`src/rtl/router_0_input_buffer_if.sv`:
```
// Input-port link bundle for router 0: upstream write side, downstream pop side, route requests.
// Latency: none (wires only).
// Backpressure: upstream observes full; downstream pops with rd_en.
interface router_0_input_buffer_if #(
    parameter int FLIT_W = 32
);
    logic [FLIT_W-1:0] data_in;
    logic              wr_en;
    logic              full;
    logic              rd_en;
    logic [FLIT_W-1:0] data_out;
    logic              empty;
    logic [2:0]        flit_type;
    logic [11:0]       length;
    logic              Lreq;
    logic              Ereq;
    logic              Sreq;
    logic              err;

    // Buffer side: accepts flits and pops, drives status and route requests
    modport slave (
        input  data_in, wr_en, rd_en,
        output full, data_out, empty, flit_type, length, Lreq, Ereq, Sreq, err
    );

    // Environment side: upstream link plus arbiter/crossbar
    modport master (
        output data_in, wr_en, rd_en,
        input  full, data_out, empty, flit_type, length, Lreq, Ereq, Sreq, err
    );
endinterface

```
`src/rtl/router_0_input_buffer.sv`:
```
// Router 0 input buffer: DEPTH-flit FIFO with XY route decode of the head header flit.
// Latency: write visible at head next cycle; route request one cycle after header reaches head.
// Backpressure: writes dropped while full; pops only on rd_en; stray non-header flits self-popped in IDLE.
module router_0_input_buffer #(
    parameter int FLIT_W = 32,
    parameter int DEPTH  = 4,
    parameter int PTR_W  = 2
) (
    input  logic                  clk,
    input  logic                  rst,
    router_0_input_buffer_if.slave bus
);

    localparam logic [2:0] FT_HEADER = 3'd1;
    localparam logic [2:0] FT_TAIL   = 3'd3;

    localparam int TYPE_HI = FLIT_W - 1;
    localparam int LEN_HI  = FLIT_W - 4;
    localparam int DX_BIT  = FLIT_W - 16;
    localparam int DY_BIT  = FLIT_W - 17;

    localparam logic [PTR_W:0] CNT_FULL = (PTR_W+1)'(DEPTH);

    typedef enum logic {
        S_IDLE   = 1'b0,
        S_ROUTED = 1'b1
    } state_e;

    logic [FLIT_W-1:0] mem_q [DEPTH];
    logic [FLIT_W-1:0] mem_d [DEPTH];
    logic [PTR_W-1:0]  wr_ptr_q, wr_ptr_d;
    logic [PTR_W-1:0]  rd_ptr_q, rd_ptr_d;
    logic [PTR_W:0]    cnt_q, cnt_d;
    state_e            state_q, state_d;
    logic [11:0]       length_q, length_d;
    logic              lreq_q, lreq_d;
    logic              ereq_q, ereq_d;
    logic              sreq_q, sreq_d;
    logic              err_q, err_d;

    logic              empty;
    logic              full;
    logic              do_wr;
    logic              do_pop;
    logic [FLIT_W-1:0] head;
    logic [2:0]        head_type;

    // FIFO status and head-flit decode; outputs masked to zero while empty
    always_comb begin
        empty     = (cnt_q == '0);
        full      = (cnt_q == CNT_FULL);
        head      = mem_q[rd_ptr_q];
        head_type = head[TYPE_HI -: 3];

        bus.empty     = empty;
        bus.full      = full;
        bus.data_out  = empty ? '0 : head;
        bus.flit_type = empty ? 3'b000 : head_type;
        bus.length    = length_q;
        bus.Lreq      = lreq_q;
        bus.Ereq      = ereq_q;
        bus.Sreq      = sreq_q;
        bus.err       = err_q;
    end

    // Packet FSM: route on header in IDLE, discard strays, hold request until the tail is popped
    always_comb begin
        state_d  = state_q;
        length_d = length_q;
        lreq_d   = lreq_q;
        ereq_d   = ereq_q;
        sreq_d   = sreq_q;
        err_d    = 1'b0;
        do_pop   = bus.rd_en && !empty;

        case (state_q)
            S_IDLE: begin
                lreq_d = 1'b0;
                ereq_d = 1'b0;
                sreq_d = 1'b0;
                if (!empty) begin
                    if (head_type == FT_HEADER) begin
                        state_d  = S_ROUTED;
                        length_d = head[LEN_HI -: 12];
                        // X first: any eastward destination leaves east, then south, else local
                        if (head[DX_BIT]) begin
                            ereq_d = 1'b1;
                        end else if (head[DY_BIT]) begin
                            sreq_d = 1'b1;
                        end else begin
                            lreq_d = 1'b1;
                        end
                    end else begin
                        do_pop = 1'b1;
                        err_d  = 1'b1;
                    end
                end
            end
            S_ROUTED: begin
                // Requests stay up while the FIFO runs dry mid-packet so the grant is not lost
                if (do_pop && head_type == FT_TAIL) begin
                    state_d = S_IDLE;
                    lreq_d  = 1'b0;
                    ereq_d  = 1'b0;
                    sreq_d  = 1'b0;
                end
            end
        endcase
    end

    // FIFO pointer/count/storage next-state; full is judged on the pre-edge count
    always_comb begin
        do_wr = bus.wr_en && !full;
        for (int i = 0; i < DEPTH; i++) begin
            mem_d[i] = mem_q[i];
        end
        if (do_wr) begin
            mem_d[wr_ptr_q] = bus.data_in;
        end
        wr_ptr_d = wr_ptr_q + PTR_W'(do_wr);
        rd_ptr_d = rd_ptr_q + PTR_W'(do_pop);
        cnt_d    = cnt_q + (PTR_W+1)'(do_wr) - (PTR_W+1)'(do_pop);
    end

    // State registers with synchronous reset; reset drops any packet in flight
    always_ff @(posedge clk) begin
        if (rst) begin
            for (int i = 0; i < DEPTH; i++) begin
                mem_q[i] <= '0;
            end
            wr_ptr_q <= '0;
            rd_ptr_q <= '0;
            cnt_q    <= '0;
            state_q  <= S_IDLE;
            length_q <= '0;
            lreq_q   <= 1'b0;
            ereq_q   <= 1'b0;
            sreq_q   <= 1'b0;
            err_q    <= 1'b0;
        end else begin
            for (int i = 0; i < DEPTH; i++) begin
                mem_q[i] <= mem_d[i];
            end
            wr_ptr_q <= wr_ptr_d;
            rd_ptr_q <= rd_ptr_d;
            cnt_q    <= cnt_d;
            state_q  <= state_d;
            length_q <= length_d;
            lreq_q   <= lreq_d;
            ereq_q   <= ereq_d;
            sreq_q   <= sreq_d;
            err_q    <= err_d;
        end
    end

endmodule

```
`src/flat_wrapper.sv`:
```
// flat-port wrapper written by rule: the top's interface ports become plain ports
module router_0_input_buffer_flat 
#(
    parameter int FLIT_W = 32,
    parameter int DEPTH  = 4,
    parameter int PTR_W  = 2
)
  (clk, rst, bus_data_in, bus_wr_en, bus_rd_en, bus_full, bus_data_out, bus_empty, bus_flit_type, bus_length, bus_Lreq, bus_Ereq, bus_Sreq, bus_err);
  router_0_input_buffer_if #(.FLIT_W(FLIT_W)) bus_i ();
  input  logic clk;
  input  logic rst;
  input wire logic [$bits(bus_i.data_in)-1:0] bus_data_in;
  input wire logic [$bits(bus_i.wr_en)-1:0] bus_wr_en;
  input wire logic [$bits(bus_i.rd_en)-1:0] bus_rd_en;
  output wire logic [$bits(bus_i.full)-1:0] bus_full;
  output wire logic [$bits(bus_i.data_out)-1:0] bus_data_out;
  output wire logic [$bits(bus_i.empty)-1:0] bus_empty;
  output wire logic [$bits(bus_i.flit_type)-1:0] bus_flit_type;
  output wire logic [$bits(bus_i.length)-1:0] bus_length;
  output wire logic [$bits(bus_i.Lreq)-1:0] bus_Lreq;
  output wire logic [$bits(bus_i.Ereq)-1:0] bus_Ereq;
  output wire logic [$bits(bus_i.Sreq)-1:0] bus_Sreq;
  output wire logic [$bits(bus_i.err)-1:0] bus_err;
  assign bus_i.data_in = bus_data_in;
  assign bus_i.wr_en = bus_wr_en;
  assign bus_i.rd_en = bus_rd_en;
  assign bus_full = bus_i.full;
  assign bus_data_out = bus_i.data_out;
  assign bus_empty = bus_i.empty;
  assign bus_flit_type = bus_i.flit_type;
  assign bus_length = bus_i.length;
  assign bus_Lreq = bus_i.Lreq;
  assign bus_Ereq = bus_i.Ereq;
  assign bus_Sreq = bus_i.Sreq;
  assign bus_err = bus_i.err;
  router_0_input_buffer #(.FLIT_W(FLIT_W), .DEPTH(DEPTH), .PTR_W(PTR_W)) u_core (.clk(clk), .rst(rst), .bus(bus_i));
endmodule
```
`config.mk`:
```
export PLATFORM = sky130hd
export DESIGN_NAME = router_0_input_buffer_flat
export DESIGN_NICKNAME = d
export VERILOG_FILES = /design/src/rtl/router_0_input_buffer_if.sv /design/src/rtl/router_0_input_buffer.sv /design/src/flat_wrapper.sv
export SDC_FILE = /design/constraint.sdc
export NUM_CORES = 1
export LEC_CHECK = 0
export CAP_MARGIN = 40
export CORE_ASPECT_RATIO = 2
export CORE_MARGIN = 2
export CORE_UTILIZATION = 54
export CTS_CLUSTER_SIZE = 16
export DETAILED_ROUTE_END_ITERATION = 8
export GPL_TIMING_DRIVEN = 0
export PLACE_DENSITY_LB_ADDON = 0.25
export REMOVE_ABC_BUFFERS = 1
export SYNTH_ARGS = -nofsm -noshare
export SYNTH_HDL_FRONTEND = slang
export SYNTH_SLANG_ARGS = --single-unit
```
`constraint.sdc`:
```
create_clock -name clk -period 3.3 [get_ports clk]
set_input_delay 0.66 -clock clk [delete_from_list [all_inputs] [get_ports clk]]
set_output_delay 0.66 -clock clk [all_outputs]
set_load 0.01 [all_outputs]
```
==> summary.txt <==
Layout
  – Final non-filler cell total: 952
  – Layout cells sized above 1: 0.1190
  – Area Overhead vs Synth: 26.42%
  – Sequential cell area: 3050 um^2
  – Fillers: 933
  – Ant. Diodes: 0
  – Multi-input gate area: 3048 um^2
  – Nets: 836
  – Final Util: 0.6918
  – Finished Cell Area: 8046 um^2

Setup path
  – Worst path slowest cell: dfxtp_4
  – Cell depth of the worst setup path: 12
  – Worst reg2reg path depth: 12
  – R2R Path Start: u_core.rd_ptr_q[0]
  – WP buf/inv: 2
  – Crit path required time: 3590 ps
  – Reg2reg end: u_core.cnt_q[2]
  – CP Capture Type: register
  – Cells along the critical path: buf_16 > mux4_2 > nor3b_4 > nor2_1 > o21ba_2 > ha_1 > inv_1 > ha_1 > fa_1 > xnor2_1 > xnor2_1 > nor2_1
  – Critical path's top delay family: adder cells
  – Worst-path fanout max: 19
  – CP Class: reg -> reg
  – R2R Setup Slk: 170 ps
  – Startpoint types: register
  – Crit path arrival time: 3420 ps
  – Max stage delay on crit path: 440 ps

Place
  – Cells after DPL: 914
  – DP Worst Slack: -270.1 ps
  – Final HPWL DP: 10970 um
  – Placed cell area: 7418 um^2
  – GPL Wtd Cong: 0.7394
  – Buffers on Ports: 88

Die
  – Rows: 56
  – Die Ht: 157.5 um
  – Die Width: 80.77 um
  – Core ar.: 11630 um^2
  – Initial core utilization: 0.5472
  – Die area: 12720 um^2
  – I/O Pins: 89

Pwr
  – Cell Int Power: 3.966 mW
  – Tot Pwr: 5.778 mW
  – Maximum VDD drop: 0.4763 mV
  – Comb power frac: 0.304
  – Flop pwr share: 0.370
  – Power density cells: 718.0 nW/um^2
  – Sw frac: 0.3136
  – P_sw: 1.812 mW
  – Clock Power Share: 0.326
  – Pleak: 2.755 nW

Timing
  – Fin. max-slew vios: 0
  – Worst Clk Skew: 5.031 ps
  – Max_slew headroom: 0.4113
  – Final setup TNS: 0 ps
  – Least-Margin Pin Slew: 883.0 ps
  – Fin crit period: 3134 ps
  – WHS: 451.6 ps
  – Count of final setup violators: 0
  – Final count of hold timing violations: 0
  – Tcrit/Tclk final: 0.9496
  – Final Worst Setup Slack: 166.4 ps
  – Unrepaired setup endpoints after global routing: false
  – Fmax: 319.1 MHz

Drt
  – Avg WL per Cell: 18.08 um
  – Vias: 5570
  – Via/cell ratio: 5.851
  – First-pass DRT Iterations: 5
  – DRC: 0
  – WL final: 17210 um
  – Post-route ant nets: 0
  – First DRT Iteration DRCs: 508

Worst hold path
  – Hold depth: 2
  – Hold worst-path end: u_core.mem_q[3][3]
  – Hold_sp: u_core.mem_q[3][3]
  – Worst hold path type: reg -> reg

Clock tree
  – Htree depth: 4
  – CTS Hold Bufs: 0
  – CTS tree: done
  – Clk buf depth: 2
  – Clock Sinks: 152
  – Clock Tree Root: clkbuf_16
  – Cts bufs inserted: 17
  – Clk slew on worst S/H paths: 60 ps
  – Clock latency on the worst-skew pair: 420 ps

Synth
  – #FFs+latches synth: 152
  – Post-synthesis cell type count: 38
  – Syn Std Cell Area: 6365 um^2
  – Main area contributors after synthesis: dfxtp_1 48%, nand2_1 15%, mux4_2 11%
  – Area leader, netlist: dfxtp_1
  – Mean Syn Cell Area: 8.743 um^2
  – Synth Warn #: 0
  – Sequential fraction of the synthesis area: 0.4781
  – Top-area cell type share of the netlist area: 0.4781
  – Syn Inst Count: 728

Global route
  – Number of global-route vias before repair: 5527
  – First-pass GRT wire length: 27230 um
  – Largest net degree at the start of global routing: 94
  – Total GRT Usage: 0.2829
  – Gr ovfl total: 0
  – Initial antenna violation count: 0

Run
  – Max cap viols: 0

Status
  – Status: completed
[sequential cells by signal, indices dropped and copies added (netlist names)]
name and flops:
u_core.cnt_q 3, u_core.mem_q 128, u_core.bus.err 1, u_core.bus.Lreq 1, u_core.rd_ptr_q 2, u_core.state_q 1
u_core.bus.Sreq 1, u_core.bus.Ereq 1, u_core.bus.length 12, u_core.wr_ptr_q 2
[synth_stat cells (all sizes together)]
master / n
nand2b: 4
nand2: 259
mux2: 1
o21ai: 1
nor3: 1
nor4: 2
or3b: 1
o21ba: 1
clkbuf: 43
nor4b: 1
a21oi: 130
fa: 1
ha: 4
nor2: 7
nand3b: 1
nand4: 1
dfxtp: 152
o32ai: 3
mux4: 31
nand4b: 2
nor3b: 1
mux2i: 2
or4b: 1
a22o: 12
and4b: 2
xnor2: 4
inv: 6
and2: 1
buf: 18
and4: 1
nor2b: 34
[final cells by class]
cell class / instances / share of cell area
flip-flops and latches: 152 / 0.3791
well taps: 145 / 0.02255
repair buffers: 109 / 0.1459
clock buffers: 19 / 0.05505
multi-input cells: 509 / 0.3788
inverters: 6 / 0.002799
clock inverters: 12 / 0.01586
[metal layers]
layer	part of all wire	GRT usage	vias to the layer above
met3	0.052	0.05275	50
met4	0.027	0.1219	0
li1	-	-	2575
met1	0.36	0.3049	2722
met2	0.56	0.5238	223
met5	0	0	-
[worst max path at each step]
stage                            start              endpoint  slack [ps]
CTS                 u_core.rd_ptr_q[0]       u_core.cnt_q[2]          50
finish              u_core.rd_ptr_q[0]       u_core.cnt_q[2]         170
global placement                   rst  u_core.bus.length[1]       -2370
detailed placement  u_core.rd_ptr_q[1]       u_core.cnt_q[2]        -270
floorplan           u_core.rd_ptr_q[1]       u_core.cnt_q[2]        -720
global route        u_core.rd_ptr_q[0]       u_core.cnt_q[2]          40
[power groups by stage]
stage | sequential, mW | combinational, mW | clock [mW]
after floorplan | 2.23 | 0.855 | 0
after global placement | 2.30 | 1.36 | 0
after detailed placement | 2.24 | 1.62 | 0
after CTS | 2.15 | 1.72 | 1.90
after global routing | 2.16 | 1.89 | 1.98
final | 2.14 | 1.76 | 1.88
[worst min-delay path: cells and delay by family (launching register included)]
kind            cells  cell delay (ps)
simple gates        1               50
flops               1              300
compound gates      1               50
[layout by cell type, fill, tap and decap left out, types with 3 or more instances in the layout]
master,Yosys,layout
a22o_1,12,12
ha_1,4,4
o32ai_1,3,3
buf_4,3,8
xnor2_1,4,4
buf_16,0,4
buf_8,0,3
inv_1,5,5
dfxtp_1,152,150
mux4_2,31,31
buf_6,2,6
clkinvlp_4,0,4
clkdlybuf4s50_1,0,87
nor2b_1,34,34
nor2_1,7,7
a21oi_1,129,129
nand2_1,258,258
clkbuf_16,0,17
nand2b_1,4,4
clkinv_2,0,4
[what timing repair did]
| item | 4_1_cts | 5_1_grt |
|---|---|---|
| setup endpoints to repair | 18 | 1 |
| setup buffers | 4 | 3 |
| pin swaps | 0 | 0 |
| hold endpoints to repair | 0 | 0 |
| resized for setup | 2 | 0 |
[logic make-up (layout without fill, tap and decap cells)]
kind of cell	count (synthesis)	in the layout	share of synthesized area
simple gates	319	319	0.2192
flops	152	152	0.4781
compound gates	147	147	0.1258
fa+ha+maj	5	5	0.01101
xor+xnor	4	4	0.005504
buf+inv	67	146	0.04580
mux	34	34	0.1146
No activity file was read; power rests on OpenSTA's default activity.
